### src/rtl/bus_arbiter.sv
// Two-master round-robin arbiter for the shared addr/data bus. Grants one full
// transaction (address phase + one data phase) with a data-phase watchdog.
module bus_arbiter #(
  parameter int                    DATA_WIDTH = 32,
  parameter int                    TIMEOUT    = 255,
  parameter logic [DATA_WIDTH-1:0] ERR_DATA   = 32'hDEAD_BEEF
) (
  input  logic                  clk,
  input  logic                  reset,
  // master 0
  input  logic                  m0_addr_valid,
  input  logic                  m0_write_enable,
  input  logic                  m0_write_data_valid,
  input  logic                  m0_read_data_ready,
  input  logic [DATA_WIDTH-1:0] m0_common,
  output logic                  m0_addr_ready,
  output logic                  m0_write_data_ready,
  output logic                  m0_read_data_valid,
  output logic [DATA_WIDTH-1:0] m0_read_data,
  // master 1
  input  logic                  m1_addr_valid,
  input  logic                  m1_write_enable,
  input  logic                  m1_write_data_valid,
  input  logic                  m1_read_data_ready,
  input  logic [DATA_WIDTH-1:0] m1_common,
  output logic                  m1_addr_ready,
  output logic                  m1_write_data_ready,
  output logic                  m1_read_data_valid,
  output logic [DATA_WIDTH-1:0] m1_read_data,
  // bus side
  output logic                  s_addr_valid,
  output logic                  s_write_enable,
  output logic                  s_write_data_valid,
  output logic                  s_read_data_ready,
  output logic [DATA_WIDTH-1:0] s_common,
  input  logic                  s_addr_ready,
  input  logic                  s_write_data_ready,
  input  logic                  s_read_data_valid,
  input  logic [DATA_WIDTH-1:0] s_read_data,
  // status
  output logic [1:0]            o_grant,
  output logic                  o_timeout
);

  localparam int             CW       = $clog2(TIMEOUT + 1);
  localparam logic [CW-1:0]  CNT_LAST = CW'(TIMEOUT - 1);

  typedef enum logic [2:0] {S_IDLE, S_ADDR, S_WDATA, S_RDATA, S_ABORT} state_t;

  state_t          r_state, w_state_nxt;
  logic            r_g, r_last, r_we, r_timeout;
  logic            w_g_nxt, w_last_nxt, w_we_nxt, w_timeout_nxt;
  logic [CW-1:0]   r_cnt, w_cnt_nxt;

  // Request signals of the currently granted master
  logic                  w_av, w_we_in, w_wdv, w_rdr;
  logic [DATA_WIDTH-1:0] w_common;
  // Responses destined for the granted master
  logic                  w_ar, w_wdr, w_rdv;
  logic [DATA_WIDTH-1:0] w_rd;

  assign w_av     = r_g ? m1_addr_valid       : m0_addr_valid;
  assign w_we_in  = r_g ? m1_write_enable     : m0_write_enable;
  assign w_wdv    = r_g ? m1_write_data_valid : m0_write_data_valid;
  assign w_rdr    = r_g ? m1_read_data_ready  : m0_read_data_ready;
  assign w_common = r_g ? m1_common           : m0_common;

  // NOTE: every signal assigned in this block gets a default first, so no path leaves one unassigned and no latch is inferred.
  always_comb begin
    w_state_nxt        = r_state;
    w_g_nxt            = r_g;
    w_last_nxt         = r_last;
    w_we_nxt           = r_we;
    w_cnt_nxt          = r_cnt;
    w_timeout_nxt      = r_timeout;
    s_addr_valid       = 1'b0;
    s_write_enable     = 1'b0;
    s_write_data_valid = 1'b0;
    s_read_data_ready  = 1'b0;
    s_common           = '0;
    w_ar               = 1'b0;
    w_wdr              = 1'b0;
    w_rdv              = 1'b0;
    w_rd               = '0;

    unique case (r_state)
      S_IDLE: begin
        if (m0_addr_valid | m1_addr_valid) begin
          // On a tie the master that did not own the bus last wins
          w_g_nxt     = (m0_addr_valid & m1_addr_valid) ? ~r_last : m1_addr_valid;
          w_state_nxt = S_ADDR;
        end
      end
      S_ADDR: begin
        s_addr_valid   = w_av;
        s_write_enable = w_we_in;
        s_common       = w_common;
        w_ar           = s_addr_ready;
        if (w_av & s_addr_ready) begin
          w_we_nxt    = w_we_in;
          w_cnt_nxt   = '0;
          w_state_nxt = w_we_in ? S_WDATA : S_RDATA;
        end
      end
      S_WDATA: begin
        s_write_data_valid = w_wdv;
        s_common           = w_common;
        w_wdr              = s_write_data_ready;
        if (w_wdv & s_write_data_ready) begin
          w_last_nxt  = r_g;
          w_state_nxt = S_IDLE;
        end else if (r_cnt == CNT_LAST) begin
          w_timeout_nxt = 1'b1;
          w_state_nxt   = S_ABORT;
        end else begin
          w_cnt_nxt = r_cnt + CW'(1);
        end
      end
      S_RDATA: begin
        s_read_data_ready = w_rdr;
        w_rdv             = s_read_data_valid;
        w_rd              = s_read_data;
        if (w_rdr & s_read_data_valid) begin
          w_last_nxt  = r_g;
          w_state_nxt = S_IDLE;
        end else if (r_cnt == CNT_LAST) begin
          w_timeout_nxt = 1'b1;
          w_state_nxt   = S_ABORT;
        end else begin
          w_cnt_nxt = r_cnt + CW'(1);
        end
      end
      S_ABORT: begin
        // Bus is released; the arbiter itself completes the master's data phase
        if (r_we) begin
          w_wdr = w_wdv;
          if (w_wdv) begin
            w_last_nxt  = r_g;
            w_state_nxt = S_IDLE;
          end
        end else begin
          w_rdv = 1'b1;
          w_rd  = ERR_DATA;
          if (w_rdr) begin
            w_last_nxt  = r_g;
            w_state_nxt = S_IDLE;
          end
        end
      end
      default: w_state_nxt = S_IDLE;
    endcase
  end

  // NOTE: state registers use non-blocking assignments so all of them update from the same pre-edge values.
  always_ff @(posedge clk) begin
    if (reset) begin
      r_state   <= S_IDLE;
      r_g       <= 1'b0;
      r_last    <= 1'b1;
      r_we      <= 1'b0;
      r_cnt     <= '0;
      r_timeout <= 1'b0;
    end else begin
      r_state   <= w_state_nxt;
      r_g       <= w_g_nxt;
      r_last    <= w_last_nxt;
      r_we      <= w_we_nxt;
      r_cnt     <= w_cnt_nxt;
      r_timeout <= w_timeout_nxt;
    end
  end

  assign m0_addr_ready       = ~r_g & w_ar;
  assign m0_write_data_ready = ~r_g & w_wdr;
  assign m0_read_data_valid  = ~r_g & w_rdv;
  assign m0_read_data        = r_g ? '0 : w_rd;
  assign m1_addr_ready       =  r_g & w_ar;
  assign m1_write_data_ready =  r_g & w_wdr;
  assign m1_read_data_valid  =  r_g & w_rdv;
  assign m1_read_data        = r_g ? w_rd : '0;

  assign o_grant   = (r_state == S_IDLE) ? 2'b00 : {r_g, ~r_g};
  assign o_timeout = r_timeout;

endmodule

### config.mk
export PLATFORM = sky130hd
export DESIGN_NAME = bus_arbiter
export DESIGN_NICKNAME = d
export VERILOG_FILES = /design/src/rtl/bus_arbiter.sv
export SDC_FILE = /design/constraint.sdc
export NUM_CORES = 1
export LEC_CHECK = 0
export BUFFER_PORTS_ARGS = -buffer_cell sky130_fd_sc_hd__clkbuf_2
export CAP_MARGIN = 20
export CORE_MARGIN = 5
export CORE_UTILIZATION = 35
export CTS_CLUSTER_DIAMETER = 120
export DETAILED_ROUTE_END_ITERATION = 12
export GPL_ROUTABILITY_DRIVEN = 1
export GPL_TIMING_DRIVEN = 0
export PLACE_DENSITY_LB_ADDON = 0.2
export SLEW_MARGIN = 10
export SYNTH_ARGS = -nofsm -noshare
export SYNTH_HDL_FRONTEND = slang
export SYNTH_SLANG_ARGS = --single-unit
### constraint.sdc
create_clock -name clk -period 2.1 [get_ports clk]
set_input_delay 0.42 -clock clk [delete_from_list [all_inputs] [get_ports clk]]
set_output_delay 0.42 -clock clk [all_outputs]
set_load 0.05 [all_outputs]
# Word level (Yosys, flattened, before mapping)
# Cells that the tools add are included.
# word_totals
out_inout_bits	109
reg_bits	15
# classes
n_mux	46
addsub	1
bitwise_logic	13
n_eq_ne	13
n_reduce_logical	11
# op_table
op	count
2-to-1 mux 32 bit	5
case mux 32 bit (2 select lines)	1
2-to-1 mux 8 bit	4
2-to-1 mux 3 bit	8
case mux 8 bit (3 select lines)	1
2-to-1 mux 1 bit	21
case mux 3 bit (5 select lines)	1
!= test 2 bit, second input constant	6
bitwise AND 1 bit	10
adder 8 x 1 -> 8 bit, second input constant	1
== test 8 bit, second input constant	1
AND reduction 4 bit	2
== test 3 x 2 -> 1 bit, second input constant	2
!= test 3 bit, second input constant	2
case mux 1 bit (2 select lines)	3
nonzero test 3 bit	2
AND reduction 5 bit	1
AND reduction 2 bit	2
== test 3 x 1 -> 1 bit, second input constant	1
== test 3 bit, second input constant	1
logical NOT 3 bit	1
case mux 1 bit (3 select lines)	1
AND reduction 3 bit	1
2-to-1 mux 2 bit	1
other kinds (4)	5

# Logic depth before layout (Yosys ltp)
# depth
word_depth	4
ltp_mapped	7
ltp_nobuf	6

# Worst setup path after synthesis
# Ideal clock, no wire load.
# synth_timing
path_type	register -> output
from	register r_g
to	output port m1_write_data_ready
path_slack_ns	-0.569
t_arrival_ns	2.249
stages_incl_launch_ff	5
cell_sequence	dfxtp_1 buf_6 clkbuf_1 buf_1 nor3b_1
# synth_via
elab_chain_len	4
# synth_rtl
item	line	rtl
start, declared	51	logic r_g, r_last, r_we, r_timeout;
start signal, assigned	165	r_g <= w_g_nxt;
2-to-1 mux 1 bit	64	assign w_wdv = r_g ? m1_write_data_valid : m0_write_data_valid;
2-to-1 mux 1 bit	135	if (r_we) begin
case mux 1 bit (2 select lines)	86	unique case (r_state)
bitwise AND 1 bit *	178	assign m1_write_data_ready = r_g & w_wdr;
end, declared	27	output logic m1_write_data_ready,
# Mark *: on every way between the ends. The rest lies on a longest branch, timed or not.

# Final worst setup path
# layout_timing
from	register r_state[2]
to	output port m0_read_data[14]
# layout_via
elab_chain_len	3
word_cells_on_any_way	4
classes_between	eq/ne (2); mux (2)
# layout_rtl
item	line	rtl
start, declared	50	state_t r_state, w_state_nxt;
start signal, assigned	164	r_state <= w_state_nxt;
== test 3 bit / == test 3 x 2 -> 1 bit (equally long branches)	86	
case mux 32 bit (2 select lines) *	86	
2-to-1 mux 32 bit *	176	assign m0_read_data = r_g ? '0 : w_rd;
end, declared	19	output logic [DATA_WIDTH-1:0] m0_read_data,
# Marked as above.

==> impl_metrics.py <==
metrics = {
    "global_route": {
        "grt_remaining_overflow": 0,
        "grt_usage": 0.336,
        "use_met2": 0.638,
        "met1_usage": 0.358,
        "grt_max_degree": 12,
        "met3_usage": 0.0573,
        "busiest_layer": "met2",
        "grt_pass1_vias": 3391,
        "antenna_found_initial": 0,
        "grt_pass1_wl_um": 19200,
    },
    "setup_path": {
        "start_kind": "register",
        "cp-end-kind": "output pin",
        "crit_required_ns": 1.68,
        "cp_max_fo": 8,
        "path_cells": "buf_6, and3b_2, nor2b_4, and2_1, buf_6",
        "crit_buf_inv": 2,
        "r2r-start": "r_state[0]$_SDFFE_PP0P_",
        "crit_top_cell": "buf_6",
        "cp_slowest_cell": "and3b_2",
        "crit_family": "simple AND/OR/NAND/NOR gates",
        "critical_path_class": "reg -> out",
        "slowest_delay_ns": 0.41,
        "worstPathArrival_ns": 1.83,
        "crit_start": "r_state[2]$_SDFFE_PP0P_",
    },
    "logic_synthesis": {
        "avgSynthCellArea_um2": 6.75,
        "ys_seq_area_frac": 0.152,
        "synth_top_cell_by_area": "mux2i_1",
        "ys_seq_elements": 15,
        "synth.distinct_cells": 45,
        "synthTopCellsByArea": "mux2i_1 17%, dfxtp_1 15%, nor2_1 13%",
        "synth_edf_count": 0,
        "yosys_warnings": 0,
        "synth-async-reset-ratio": 0,
        "syn_inst": 293,
        "synth_nets": 404,
        "netlist.area_leader.share": 0.172,
        "synth_area_mm2": 0.00198,
        "yosys_most_used_dff": "dfxtp_1",
    },
    "placed_design": {
        "dpl.hpwl_um": 8060,
        "io_buffers": 217,
        "placedCellCount": 582,
        "gp_congestion": 0.897,
    },
    "final_layout": {
        "instances_no_fill": 606,
        "antenna_cells": 0,
        "nNetsFinal": 646,
        "fill_cells": 191,
        "drive_gt1_frac": 0.738,
        "syn_to_final_growth_pct": 152,
        "final_cell_mix": "115 x clkbuf_2, 39 x buf_6, 39 x buf_8",
        "final_common_cell": "clkbuf_2",
    },
    "sta": {
        "rsz0062_at_grt": "yes",
        "max_freq_mhz": 444,
        "setup_violations": 82,
        "hold_viol": 0,
        "layout_worst_path_cycle_share": 1.07,
        "relSlewSlack": 0.501,
        "worst_slew_pin_slew_ns": 0.742,
        "clock-skew-final_ns": 0.00334,
        "period_minus_slack_ns": 2.25,
        "setup_slack_ns": -0.154,
        "slew_viol_final": 0,
    },
    "route": {
        "postRouteAntennaNets": 0,
        "via_per_inst": 6.20,
        "routed_wirelength_um": 16300,
        "wire_per_inst_um": 26.9,
        "initialDrtViolationCount": 370,
        "dr.pass1.iters": 8,
        "vias": 3755,
        "route.detailed.drc": 0,
    },
    "floorplanning": {
        "io_pins": 218,
        "initial_core_util": 0.359,
        "die-area_mm2": 0.00726,
        "die_h_um": 85.2,
        "core_area_mm2": 0.00551,
        "fp.dieW_um": 85.2,
        "std_cell_rows": 27,
    },
    "cts": {
        "cts_buffer_depth": 2,
        "h-tree-depth": 1,
        "clkLatencyLatePin_ns": 0.26,
        "hold_buffers": 0,
        "clk_pin_slew_ns": 0.07,
        "cts_made_buffers": 3,
        "cts_sinks": 15,
        "cts_tree": "built",
        "cts-root-buf": "clkbuf_8",
    },
    "run": {
        "max_cap_viol_count": 0,
    },
    "power_and_ir_drop": {
        "p_leak_nw": 2.19,
        "p_per_area_mw_per_mm2": 493,
        "finalPower_mw": 2.46,
        "max-vdd-ir-drop_uv": 593,
    },
    "worst_hold_path": {
        "holdCritStartpoint": "o_timeout$_SDFFE_PP0P_",
        "hold_class": "reg -> reg",
    },
    "status": {
        "status": "finished, violations left",
        "violations": "setup timing",
    },
}
[per-layer routing]
metal,vias up,part of all wire
met4,0,0.089
met2,378,0.51
met3,148,0.097
met1,1742,0.30
met5,-,0
li1,1487,-
[state kept, by name, indices dropped and copies added, names as in the netlist]
| name | count |
|---|---|
| o_timeout | 1 |
| r_we | 1 |
| r_g | 1 |
| r_state | 3 |
| r_last | 1 |
| r_cnt | 8 |
[worst paths after layout]
kind	to	cells after the start	slack, ns
worst max-delay path	m0_read_data[14]	5	-0.15
worst min-delay path	o_timeout$_SDFFE_PP0P_	2	0.48
worst max register to register	r_cnt[0]$_SDFFE_PP0P_	8	-0.12
worst min register to register	o_timeout$_SDFFE_PP0P_	2	0.48
[timing repair]
| item | in CTS | in global routing |
|---|---|---|
| setup endpoints to repair | 106 | 110 |
| buffers inserted | 10 | 8 |
| resized for setup | 236 | 183 |
| pin swaps | 6 | 10 |
| gates cloned | 5 | 1 |
[cells by family (layout without fill, tap and decap cells)]
group                      Yosys count  count (layout)  synth area share
and+or+nand+nor                    155             156             0.404
AOI/OAI and AO/OA                   51              51             0.147
muxes                               39              39             0.207
xor gates and xnor gates             1               1           0.00443
buffers and inverters               30             270            0.0727
adders and majority gates            2               2            0.0126
DFF                                 15              15             0.152
[Yosys cell counts (all sizes together), types with 3 or more instances]
| master | count |
|---|---|
| a21oi | 35 |
| and2 | 10 |
| and3 | 9 |
| buf | 9 |
| clkbuf | 17 |
| dfxtp | 15 |
| inv | 4 |
| mux2 | 3 |
| mux2i | 36 |
| nand2 | 10 |
| nand2b | 5 |
| nand3 | 4 |
| nor2 | 68 |
| nor2b | 27 |
| nor3 | 3 |
| o21ai | 6 |
| or3 | 8 |
[worst min-delay path, stage by stage (launching register included)]
cell and delay (ns):
dfxtp_1 0.32, inv_1 0.06, a21oi_1 0.06
[power breakdown]
part           internal, mW  leakage (nW)  switching, mW
combinational         0.677          2.04           1.22
clock                 0.135        0.0228          0.116
sequential            0.297         0.123         0.0139
[cell type report]
class / instances / area (um2) / area share
buffer: 23 / 312 / 0.0624
clock buffer: 4 / 45.0 / 0.00903
inverter: 4 / 15.0 / 0.00301
multi-input combinational: 249 / 2230 / 0.447
sequential: 15 / 309 / 0.0619
tap: 72 / 90.1 / 0.0181
timing repair buffer: 239 / 1990 / 0.398
[metrics by stage]
step           setup TNS (ns)  instance area, um2   util  hold slack (ns)  setup slack (ns)
2_1_floorplan           -4.29                2330      -            0.435            -0.216
4_1_cts                -0.381                4640  0.843            0.451           -0.0399
5_1_grt                 -9.30                4990  0.906            0.503            -0.196
6_report                -6.38                4990  0.906            0.481            -0.154
3_5_place_dp           -27.98                3510  0.637            0.442            -0.439
3_3_place_gp           -26.09                3510  0.637            0.441            -0.431
(Power assumes the default switching activity.)
